[src/rtl/pipe_hazard_ctrl.sv]
`default_nettype none
// ============================================================================
//  Module      : pipe_hazard_ctrl
//  Description : Pipeline-register sequencer for a 5-stage core. Produces the
//                per-stage enables and bubble flushes for load-use stalls,
//                taken-branch squashes and data-memory wait states. Gates the
//                MEMWB read-out until the pipeline has filled after reset.
//  Ports       : Clk, Rst_n             clock / async active-low reset
//                IDEX_MemRead, IDEX_Rt  load in EX and its destination reg
//                IFID_Rs, IFID_Rt       source regs of the instruction in ID
//                Branch_Taken           branch resolved taken in EX
//                Mem_Req, Mem_Ready     data-memory access / completion
//                Halt                   level halt request
//                PC_En..MEMWB_En        stage register enables
//                IFID_Flush, IDEX_Flush bubble insertion
//                MEMWB_Read             MEMWB output valid
//                Err                    sticky memory-timeout error
//                Stall_Count            saturating stall-cycle counter
//  Revision    : 1.0  initial release
// ============================================================================
module pipe_hazard_ctrl #(
    parameter int REG_W       = 5,
    parameter int FILL_CYCLES = 4,
    parameter int MEM_TIMEOUT = 15,
    parameter int CNT_W       = 16
) (
    input  logic             Clk,
    input  logic             Rst_n,
    input  logic             IDEX_MemRead,
    input  logic [REG_W-1:0] IDEX_Rt,
    input  logic [REG_W-1:0] IFID_Rs,
    input  logic [REG_W-1:0] IFID_Rt,
    input  logic             Branch_Taken,
    input  logic             Mem_Req,
    input  logic             Mem_Ready,
    input  logic             Halt,
    output logic             PC_En,
    output logic             IFID_En,
    output logic             IDEX_En,
    output logic             EXMEM_En,
    output logic             MEMWB_En,
    output logic             IFID_Flush,
    output logic             IDEX_Flush,
    output logic             MEMWB_Read,
    output logic             Err,
    output logic [CNT_W-1:0] Stall_Count
);

    typedef enum logic [2:0] {
        S_FILL     = 3'd0,
        S_RUN      = 3'd1,
        S_MEM_WAIT = 3'd2,
        S_DRAIN    = 3'd3,
        S_HALTED   = 3'd4,
        S_ERROR    = 3'd5
    } state_t;

    // enable vector ordering: {PC, IFID, IDEX, EXMEM, MEMWB}
    localparam logic [4:0] c_EN_ALL   = 5'b11111;
    localparam logic [4:0] c_EN_NONE  = 5'b00000;
    localparam logic [4:0] c_EN_NO_PC = 5'b01111;
    localparam logic [4:0] c_EN_LU    = 5'b00111;
    localparam logic [3:0] c_FILL_LAST = 4'(FILL_CYCLES - 1);

    state_t           r_state;
    logic [3:0]       r_fill_cnt;
    logic [7:0]       r_wait_cnt;   // stall cycles already spent on the current access
    logic [1:0]       r_drain_cnt;
    logic             r_err;
    logic [CNT_W-1:0] r_stall_cnt;

    state_t           w_next;
    logic [3:0]       w_fill_nxt;
    logic [7:0]       w_wait_nxt;
    logic [1:0]       w_drain_nxt;
    logic [4:0]       w_en;
    logic             w_ifid_flush;
    logic             w_idex_flush;
    logic             w_read;
    logic             w_stall_inc;
    logic             w_load_use;
    logic             w_mem_stall;
    logic             w_wait_hit;

    assign w_load_use  = IDEX_MemRead && (IDEX_Rt != '0) &&
                         ((IDEX_Rt == IFID_Rs) || (IDEX_Rt == IFID_Rt));
    assign w_mem_stall = Mem_Req && !Mem_Ready;
    // true when the stall cycle being spent now is the MEM_TIMEOUT-th in a row
    assign w_wait_hit  = (({1'b0, r_wait_cnt} + 9'd1) == 9'(MEM_TIMEOUT));

    always_ff @(posedge Clk or negedge Rst_n) begin
        if (!Rst_n) begin
            r_state     <= S_FILL;
            r_fill_cnt  <= '0;
            r_wait_cnt  <= '0;
            r_drain_cnt <= '0;
            r_err       <= 1'b0;
            r_stall_cnt <= '0;
        end else begin
            r_state     <= w_next;
            r_fill_cnt  <= w_fill_nxt;
            r_wait_cnt  <= w_wait_nxt;
            r_drain_cnt <= w_drain_nxt;
            if (w_next == S_ERROR)
                r_err <= 1'b1;
            if (w_stall_inc && (r_stall_cnt != '1))
                r_stall_cnt <= r_stall_cnt + CNT_W'(1);
        end
    end

    always_comb begin
        w_next       = r_state;
        w_fill_nxt   = r_fill_cnt;
        w_wait_nxt   = r_wait_cnt;
        w_drain_nxt  = r_drain_cnt;
        w_en         = c_EN_NONE;
        w_ifid_flush = 1'b0;
        w_idex_flush = 1'b0;
        w_read       = 1'b0;
        w_stall_inc  = 1'b0;

        case (r_state)
            S_FILL: begin
                // hazards act on the enables, but the fill sequence always runs to completion
                w_fill_nxt = r_fill_cnt + 4'd1;
                w_wait_nxt = '0;
                if (r_fill_cnt == c_FILL_LAST)
                    w_next = S_RUN;
                if (w_mem_stall) begin
                    w_stall_inc = 1'b1;
                end else if (Branch_Taken) begin
                    w_en         = c_EN_ALL;
                    w_ifid_flush = 1'b1;
                    w_idex_flush = 1'b1;
                end else if (w_load_use) begin
                    w_en         = c_EN_LU;
                    w_idex_flush = 1'b1;
                    w_stall_inc  = 1'b1;
                end else begin
                    w_en = c_EN_ALL;
                end
            end

            S_RUN: begin
                w_read     = 1'b1;
                w_wait_nxt = '0;
                if (w_mem_stall) begin
                    w_stall_inc = 1'b1;
                    w_wait_nxt  = r_wait_cnt + 8'd1;
                    w_next      = w_wait_hit ? S_ERROR : S_MEM_WAIT;
                end else if (Halt) begin
                    w_en         = c_EN_NO_PC;
                    w_ifid_flush = 1'b1;
                    w_drain_nxt  = '0;
                    w_next       = S_DRAIN;
                end else if (Branch_Taken) begin
                    w_en         = c_EN_ALL;
                    w_ifid_flush = 1'b1;
                    w_idex_flush = 1'b1;
                end else if (w_load_use) begin
                    // the bubble clears IDEX_MemRead, so this lasts one cycle
                    w_en         = c_EN_LU;
                    w_idex_flush = 1'b1;
                    w_stall_inc  = 1'b1;
                end else begin
                    w_en = c_EN_ALL;
                end
            end

            S_MEM_WAIT: begin
                w_read = 1'b1;
                if (Mem_Ready) begin
                    w_en       = c_EN_ALL;
                    w_wait_nxt = '0;
                    w_next     = S_RUN;
                end else begin
                    w_stall_inc = 1'b1;
                    w_wait_nxt  = r_wait_cnt + 8'd1;
                    if (w_wait_hit)
                        w_next = S_ERROR;
                end
            end

            S_DRAIN: begin
                // waits freeze the drain count; the access is tracked in place
                w_read = 1'b1;
                if (w_mem_stall) begin
                    w_stall_inc = 1'b1;
                    w_wait_nxt  = r_wait_cnt + 8'd1;
                    if (w_wait_hit)
                        w_next = S_ERROR;
                end else begin
                    w_en         = c_EN_NO_PC;
                    w_ifid_flush = 1'b1;
                    w_wait_nxt   = '0;
                    w_drain_nxt  = r_drain_cnt + 2'd1;
                    if (r_drain_cnt == 2'd3)
                        w_next = S_HALTED;
                end
            end

            S_HALTED: begin
                w_next = S_HALTED;
            end

            S_ERROR: begin
                w_next = S_ERROR;
            end

            default: begin
                w_next = S_ERROR;
            end
        endcase
    end

    // outputs are forced low for as long as reset is held
    assign PC_En       = w_en[4] & Rst_n;
    assign IFID_En     = w_en[3] & Rst_n;
    assign IDEX_En     = w_en[2] & Rst_n;
    assign EXMEM_En    = w_en[1] & Rst_n;
    assign MEMWB_En    = w_en[0] & Rst_n;
    assign IFID_Flush  = w_ifid_flush & Rst_n;
    assign IDEX_Flush  = w_idex_flush & Rst_n;
    assign MEMWB_Read  = w_read & Rst_n;
    assign Err         = r_err;
    assign Stall_Count = r_stall_cnt;

endmodule
`default_nettype wire

[config.mk]
export PLATFORM = sky130hd
export DESIGN_NAME = pipe_hazard_ctrl
export DESIGN_NICKNAME = d
export VERILOG_FILES = /design/src/rtl/pipe_hazard_ctrl.sv
export SDC_FILE = /design/constraint.sdc
export NUM_CORES = 1
export LEC_CHECK = 0
export ABC_AREA = 1
export CORE_MARGIN = 1
export CORE_UTILIZATION = 30
export DETAILED_ROUTE_END_ITERATION = 7
export PLACE_DENSITY = 0.55
export RECOVER_POWER = 50
export SLEW_MARGIN = 20
export SYNTH_ARGS = -nofsm -noshare
export SYNTH_HDL_FRONTEND = slang
export SYNTH_SLANG_ARGS = --single-unit
[constraint.sdc]
create_clock -name Clk -period 3.6 [get_ports Clk]
set_input_delay 0.72 -clock Clk [delete_from_list [all_inputs] [get_ports Clk]]
set_output_delay 0.72 -clock Clk [all_outputs]
set_load 0.01 [all_outputs]
==> out/results.tsv, run 1 <==
metric	value	unit
die width	92.0	um
Max-Cap Viols	1	
Worst Setup SP	Mem_Ready	
DRT iter0 DRCs	115	
number of synthesis warnings	0	
Leakage	1.56	nW
worst r2r src	Stall_Count[0]	
Die Span Y	92.0	um
CP arrival	2.70	ns
Yosys top cell area share	0.350	
final setup vio count	0	
GRT overflow	0	
Crit path max-delay family	buffers and inverters	
syn nets	381	
# port buffers	46	
commonest cells in the netlist	nand2_1 (115), inv_1 (45), nand3_1 (38)	
Post-synth EDFFs	0	
Bufs and invs on worst path	4	
Synth-to-Final Area Change	25.1	%
top_reg_cell synth	dfrtp_1	
die area	8460	sq um
Worst Skew	0.00743	ns
count leader, synth	nand2_1	
initial antenna violation count	0	
Setup CP Type	in2out	
Rel. slew slack	-0.113	
Seq/Total Area, Yosys	0.350	
share of cells above drive strength 1	0.0623	
Yosys reg bits	34	
Core ar.	7770	sq um
Syn Inst Count	354	
setup_tns	0	ns
Worst Hold Class	in2async	
cts repair resizes	0	
critical-path cell list	clkdlybuf4s50_1 -> inv_2 -> nand2_1 -> inv_2 -> nor2_1 -> a21oi_1 -> o21a_1 -> nor2_1 -> clkdlybuf4s50_1	
Detail Placement HPWL	4.20	mm
Ant. Diodes	0	
highest cell delay on the worst timing path	0.56	ns
crit path max fanout	7	
io pins	47	
clock root cell	clkbuf_8	
routability cong.	0.843	
post-DR wirelength/cell	11.0	um
global-route wire length before repair	9.73	mm
post-synth cell types	34	
Synth area leaders	dfrtp_1 (35%), nand2_1 (18%), nand3_1 (7.8%), inv_1 (7.0%), nor2_1 (5.3%)	
largest net degree at the start of global routing	32	
Post-synth ARST share	1.00	
DR vias	2308	
detail-routed via count per cell	4.59	
CTS H-tree depth	2	
Worst setup SP type	primary input	
failing checks	max-capacitance violations, max-slew violations	
PwrDens	233	nW/um^2
postcts setup bufs	0	
total power	708	uW
Clock Latency Late Sink	0.28	ns
Initial Utilization	0.313	
fmax	292	MHz
Fin. Hold Viols	0	
CTS Buf Count	5	
critical path's slowest cell	clkdlybuf4s50_1	
final period utilization	0.951	
syn_area_per_cell	6.86	sq um
FP Rows	32	
worst vdd ir	131	uV
CTS max path bufs	2	
Critical Path RT	2.88	ns
Crit. End Element	primary output	
sink count of the clock tree	34	
CTS tree	done	
drt first pass iters	5	
Post-Syn Area	2430	sq um
hold buffers post-CTS	0	
vias in the first global route	2171	
Tightest Pin Transition	1.67	ns
Reg clk slew, reported paths	0.07	ns
Final Max Slew Viols	32	
GRT Total Usage	0.142	
NumNets Final	428	
Synth area leader	dfrtp_1	
RSZ-0062 raised after global routing	false	
final antenna-violating net count	0	
status	complete, but fails checks	
DRC viols	0	
fill cell count	839	
Core Util, Final	0.391	
Post-Route WL	5.56	mm
Tmin final	3.42	ns
## power by group
part / switching [mW] / leakage, nW / internal (mW)
sequential: 0 / 0.418 / 0.382
combinational: 0.0310 / 1.10 / 0.0291
clock: 0.133 / 0.0383 / 0.133
## path summary, 6_finish.rpt
path,end,cells after the start,slack (ns)
worst max register to register,Stall_Count[2],7,1.53
worst min-delay path,r_wait_cnt[7],1,0.32
max in group asynchronous,r_fill_cnt[0],2,1.38
worst min register to register,Err,2,0.46
worst max-delay path,PC_En,9,0.18
min in group Clk,Err,2,0.46
## state kept, by name, indices dropped and copies added (netlist names)
name and cells:
r_drain_cnt 2, r_wait_cnt 8, Err 1, r_state 3
r_fill_cnt 4, Stall_Count 16
## cell type report
type	instances	area [sq um]	area share
clock buffers	7	76.3	0.0251
inverters	51	191	0.0630
multi-input cells	262	1340	0.439
flip-flops and latches	34	851	0.280
well taps	102	128	0.0420
repair buffers	47	458	0.151
## per-stage QoR
step	cells	hold slack (ns)	area, sq um	worst slack (ns)
2_1_floorplan	354	0.424	2430	1.22
3_3_place_gp	496	0.448	2970	0.236
3_5_place_dp	496	0.453	2970	0.183
4_1_cts	503	0.251	3050	0.179
5_1_grt	503	0.330	3040	0.0372
6_report	503	0.322	3040	0.177
## per-layer routing
| layer | track usage | wire [um] |
|---|---|---|
| met3 | 0.0232 | 144 |
| met5 | 0 | 0 |
| met4 | 0.0352 | 55 |
| met1 | 0.187 | 2650 |
| met2 | 0.241 | 2710 |
## cells in the final DEF, fill, tap and decap left out, types with 5 or more instances in the layout
cell | Yosys | layout
nand2_1 | 115 | 116
inv_1 | 45 | 45
clkdlybuf4s50_1 | 0 | 42
nand3_1 | 38 | 38
nor2_1 | 34 | 35
dfrtp_1 | 34 | 34
xor2_1 | 13 | 13
o21ai_0 | 7 | 7
inv_2 | 6 | 6
nor3_1 | 6 | 6
xnor2_1 | 6 | 6
ha_1 | 5 | 5
clkbuf_8 | 0 | 5
## logic make-up (layout without fill, tap and decap cells)
family / Yosys count / in the layout / share of synthesized area
AND/OR/NAND/NOR: 215 / 215 / 0.398
multiplexers: 1 / 1 / 0.00463
AO/OA/AOI/OAI: 22 / 22 / 0.0551
adder cells (fa/ha/maj): 5 / 5 / 0.0257
flip-flops: 34 / 34 / 0.350
buffers and inverters: 58 / 105 / 0.0983
XOR/XNOR: 19 / 19 / 0.0685
## worst register-to-register path, stage by stage, from the launching register on
cell     delay (ns)
dfrtp_1        0.45
ha_1           0.22
inv_1          0.09
nor3_4         0.23
nand4_2        0.49
nand2_4        0.39
nand2_1        0.09
nand2_1        0.06
Power figures use the tool's default switching activity.
==> run 2: changes to the inputs <==
--- a/config.mk
+++ b/config.mk
@@ -6,6 +6,7 @@
 export NUM_CORES = 1
 export LEC_CHECK = 0
 export ABC_AREA = 1
+export CORE_ASPECT_RATIO = 1.4
 export CORE_MARGIN = 1
 export CORE_UTILIZATION = 30
 export DETAILED_ROUTE_END_ITERATION = 7
==> out/results.tsv, run 2 (synthesis gave the netlist of run 1 again) <==
metric	value	unit	change
final setup vio count	0		unchanged
Synth-to-Final Area Change	27.9	%	
largest net degree at the start of global routing	34		+6.3%
CTS tree	done		
routability cong.	0.847		+0.53%
fill cell count	843		+0.48%
reg-to-reg endpoint	Stall_Count[14]		
area of placed instances	2980	sq um	+0.17%
Reg clk slew, reported paths	0.07	ns	about the same
NumNets Final	429		+0.23%
multi-input logic area	1340	sq um	+0.19%
global-route wire length before repair	9.81	mm	+0.84%
cell area after layout	3110	sq um	+2.3%
failing checks	max-capacitance violations, max-slew violations		
Layout Cells excl Fill	503		unchanged
GRT overflow	0		unchanged
hold buffers post-CTS	0		unchanged
Tightest Pin Transition	1.82	ns	+0.147 ns
Die Span Y	108	um	+18%
CTS max path bufs	2		unchanged
Max-Cap Viols	1		unchanged
GRT Total Usage	0.145		+0.00347
# port buffers	46		unchanged
detail-routed via count per cell	4.67		+1.7%
Initial Utilization	0.312		-0.00120
Worst Hold Class	in2async		
FF+latch area	851	sq um	unchanged
clock root cell	clkbuf_8		
Tmin final	3.40	ns	-0.0242 ns
PnR worst setup slack	0.202	ns	+0.0242 ns
cts repair resizes	0		unchanged
FP Rows	38		+19%
CP most frequent cell	clkdlybuf4s50_1		
critical path's slowest cell	clkdlybuf4s50_1		
Place WS	0.179	ns	-0.00326 ns
max reg flops	16		unchanged
sink count of the clock tree	34		unchanged
initial antenna violation count	0		unchanged
share of cells above drive strength 1	0.0720		+0.00962
Leakage	1.59	nW	+2.4%
status	complete, but fails checks		
CTS H-tree depth	2		unchanged
final antenna-violating net count	0		unchanged
Final Max Slew Viols	34		+6.3%
final period utilization	0.944		-0.00671
reg2reg setup slack	1.51	ns	-0.02 ns
critical-path cell list	clkdlybuf4s50_1 -> inv_1 -> nand2_1 -> inv_2 -> nor2_1 -> a21oi_1 -> nor4_1 -> clkdlybuf4s50_1		
Rel. slew slack	-0.211		-0.0977
crit path max fanout	7		unchanged
Critical Path RT	2.88	ns	about the same
Worst Skew	0.0133	ns	+0.00590 ns
Clock Latency Late Sink	0.29	ns	about the same
post-DR wirelength/cell	11.5	um	+3.8%
setup_tns	0	ns	unchanged
RSZ-0062 raised after global routing	false		
drt first pass iters	4		-1
Ant. Diodes	0		unchanged
fmax	294	MHz	+0.71%
Detail Placement HPWL	4.44	mm	+5.7%
postcts setup bufs	0		unchanged
commonest cells after routing, fill and taps aside	nand2_1 (115), inv_1 (46), clkdlybuf4s50_1 (42), nand3_1 (38), nor2_1 (35)		
Core ar.	7800	sq um	+0.39%
commonest non-fill, non-tap cell in the layout	nand2_1		
Fin. Hold Viols	0		unchanged
Worst setup SP type	primary input		
io pins	47		unchanged
Crit. End Element	primary output		
CTS Buf Count	5		unchanged
worst vdd ir	176	uV	+34%
worst r2r src	Stall_Count[0]		
DRT iter0 DRCs	98		-15%
Setup CP Type	in2out		
DR vias	2348		+1.7%
Post-Route WL	5.77	mm	+3.8%
Placed Cells incl. Taps	495		-0.20%
vias in the first global route	2268		+4.5%
die area	8470	sq um	about the same
FF-to-FF path depth	7		unchanged
CP arrival	2.68	ns	-0.02 ns
die width	78.1	um	-15%
DRC viols	0		unchanged
PwrDens	280	nW/um^2	+20%
highest cell delay on the worst timing path	0.58	ns	+0.02 ns
run 2: per-layer routing:
metal	wire (um)	up-vias	GRT usage
met5	0	-	0
met4	92	0	0.0635
met2	3110	24	0.282
met1	2480	1096	0.155
met3	78	5	0.0160
li1	-	1223	-
run 2: power by group:
part	switching [mW]	internal [mW]
clock	0.151	0.278
sequential	0	0.382
combinational	0.0308	0.0292
total	0.182	0.688
run 2: area by class of cell:
type | count | share of cell area
Timing Repair Buffer | 48 | 0.150
Sequential cell | 34 | 0.274
Clock buffer | 5 | 0.0221
Inverter | 51 | 0.0616
Tap cell | 100 | 0.0403
Multi-Input combinational cell | 262 | 0.430
Clock inverter | 3 | 0.0221
run 2: worst max-delay path by stage:
stage | cells past startpoint | to | from
final | 8 | IDEX_Flush | Mem_Ready
after global routing | 8 | IDEX_Flush | Mem_Ready
after CTS | 8 | IDEX_Flush | Mem_Ready
after detailed placement | 8 | IDEX_Flush | Mem_Ready
after global placement | 8 | IDEX_Flush | Mem_Ready
after floorplan | 6 | IDEX_Flush | Mem_Ready
run 2: stage by stage:
| step | util | hold WS [ns] | total power, mW |
|---|---|---|---|
| final | 0.399 | 0.264 | 0.870 |
| after global placement | 0.382 | 0.445 | 0.451 |
| after detailed placement | 0.382 | 0.453 | 0.451 |
| after CTS | 0.400 | 0.214 | 0.885 |
| after global routing | 0.399 | 0.263 | 0.900 |
| after floorplan | - | 0.424 | 0.412 |
run 2: critical path, delay by kind of cell:
| kind | cells | cell delay (ns) |
|---|---|---|
| AO/OA/AOI/OAI | 1 | 0.09 |
| buffers and inverters | 4 | 1.21 |
| AND/OR/NAND/NOR | 3 | 0.65 |
==> run 3: changes to the inputs <==
--- a/config.mk
+++ b/config.mk
@@ -8,10 +8,9 @@
 export ABC_AREA = 1
 export CORE_ASPECT_RATIO = 1.4
 export CORE_MARGIN = 1
-export CORE_UTILIZATION = 30
+export CORE_UTILIZATION = 45
 export DETAILED_ROUTE_END_ITERATION = 7
-export PLACE_DENSITY = 0.55
-export RECOVER_POWER = 50
+export PLACE_DENSITY = 0.75
 export SLEW_MARGIN = 20
 export SYNTH_ARGS = -nofsm -noshare
 export SYNTH_HDL_FRONTEND = slang
==> out/results.tsv, run 3 (synthesis gave the netlist of run 1 again) <==
metric	value	unit	change
Tightest Pin Transition	0.685	ns	-1.13 ns
commonest non-fill, non-tap cell in the layout	nand2_1		
Worst Setup SP	Mem_Ready		
NumNets Final	428		-0.23%
# port buffers	46		unchanged
fill cell count	506		-40%
DRT iter0 DRCs	92		-6.1%
total power	864	uW	-0.70%
final period utilization	0.948		+0.00360
global-route wire length before repair	9.07	mm	-7.5%
CTS Buf Count	5		unchanged
Worst setup SP type	primary input		
io pins	47		unchanged
Worst Skew	0.00632	ns	-0.00701 ns
postcts setup bufs	0		unchanged
Most Crowded Layer GR	met2		
FF+latch area	851	sq um	unchanged
Leakage	1.59	nW	-0.30%
setup_tns	0	ns	unchanged
highest cell delay on the worst timing path	0.59	ns	about the same
crit path max fanout	7		unchanged
met2 Resource Use GR	0.374		+0.0923
GRT overflow	0		unchanged
CTS H-tree depth	2		unchanged
Final Max Slew Viols	0		-100%
initial antenna violation count	0		unchanged
Die Span Y	88.9	um	-18%
sink count of the clock tree	34		unchanged
share of cells above drive strength 1	0.0796		+0.00764
critical-path cell list	clkdlybuf4s50_1 -> inv_2 -> nand2_1 -> inv_2 -> nor3_4 -> a21oi_1 -> nor4_1 -> clkdlybuf4s50_1		
detail-routed via count per cell	5.08		+8.9%
drt first pass iters	4		unchanged
Critical Path RT	2.88	ns	about the same
grt met1 use	0.222		+0.0673
Placed Cells incl. Taps	460		-7.1%
FP Rows	31		-18%
fmax	293	MHz	-0.38%
Layout Cells excl Fill	468		-7.0%
critical path's slowest cell	clkdlybuf4s50_1		
largest net degree at the start of global routing	33		-2.9%
Core ar.	5200	sq um	-33%
multi-input logic area	1340	sq um	+0.19%
die width	64.1	um	-18%
worst vdd ir	162	uV	-7.9%
max reg flops	16		unchanged
final setup vio count	0		unchanged
Post-Route WL	5.15	mm	-11%
CTS tree	done		
final antenna-violating net count	0		unchanged
PnR worst setup slack	0.189	ns	-0.0130 ns
RSZ-0062 raised after global routing	false		
Bufs and invs on worst path	4		unchanged
post-DR wirelength/cell	11.0	um	-4.0%
Clock Latency Late Sink	0.28	ns	about the same
CP arrival	2.69	ns	about the same
Max-Cap Viols	0		-1
Detail Placement HPWL	4.10	mm	-7.7%
GRT Total Usage	0.202		+0.0571
GR Util met3	0.0357		+0.0197
Initial Utilization	0.468		+0.156
Ant. Diodes	0		unchanged
Crit path max-delay family	buffers and inverters		
CTS max path bufs	2		unchanged
PwrDens	282	nW/um^2	+0.68%
worst r2r src	Stall_Count[0]		
Synth-to-Final Area Change	26.2	%	
Fin. Hold Viols	0		unchanged
Setup CP Type	in2out		
DRC viols	0		unchanged
die area	5700	sq um	-33%
Crit. End Element	primary output		
vias in the first global route	2217		-2.2%
commonest cells after routing, fill and taps aside	nand2_1 (115), inv_1 (45), clkdlybuf4s50_1 (45), nand3_1 (38)		
cts repair resizes	0		unchanged
routability cong.	0.895		+5.7%
Core Util, Final	0.590		+0.191
hold buffers post-CTS	0		unchanged
Reg clk slew, reported paths	0.08	ns	about the same
DR vias	2379		+1.3%
Place WS	0.215	ns	+0.0357 ns
status	complete, no violations		
Worst Hold Class	in2async		
Rel. slew slack	0.541		+0.752
Tmin final	3.41	ns	+0.0130 ns
clock root cell	clkbuf_8		
## run 3: changes by cell type in the layout (fill, tap and decap cells not counted)
cell / change
clkbuf_1: -2
inv_1: -1
dlygate4sd3_1: -3
clkdlybuf4s50_1: +3
nor2_1: -1
inv_2: +1
buf_2: +1
nor2_2: +1
## run 3: worst register-to-register path, stage by stage (launching register included)
cell	delay, ns
dfrtp_1	0.46
ha_1	0.22
inv_1	0.08
nor3_4	0.20
nand4_2	0.45
nand2_4	0.36
nand2_1	0.08
nand2_1	0.06
## run 3: final timing paths
check	endpoint	cells after the start	slack (ns)
hold reg to reg	Err	2	0.46
hold / removal	r_state[1]	1	0.25
setup reg to reg	Stall_Count[5]	7	1.63
max in group asynchronous	Stall_Count[14]	2	2.72
setup / recovery	IDEX_Flush	8	0.19
min in group Clk	Err	2	0.46
## run 3: final cells by class
class	count	area share
multi-input cells	262	0.437
flip-flops and latches	34	0.278
repair buffers	47	0.151
inverters	51	0.0624
well taps	66	0.0269
clock buffers	5	0.0224
clock inverters	3	0.0224
## run 3: where the power goes
| group | switching (mW) | internal, mW |
|---|---|---|
| Sequential | 0 | 0.382 |
| Clock | 0.144 | 0.277 |
| Combinational | 0.0309 | 0.0299 |
## run 3: routing by layer
layer	wire, um	part of all wire
met4	144	0.028
met1	2080	0.40
met2	2750	0.53
met3	176	0.034
met5	0	0
## run 3: per-stage QoR
stage	area, sq um	hold slack (ns)
after CTS	3070	0.247
after global routing	3070	0.236
final	3070	0.250
after global placement	2930	0.445
after detailed placement	2930	0.448
after floorplan	2430	0.424
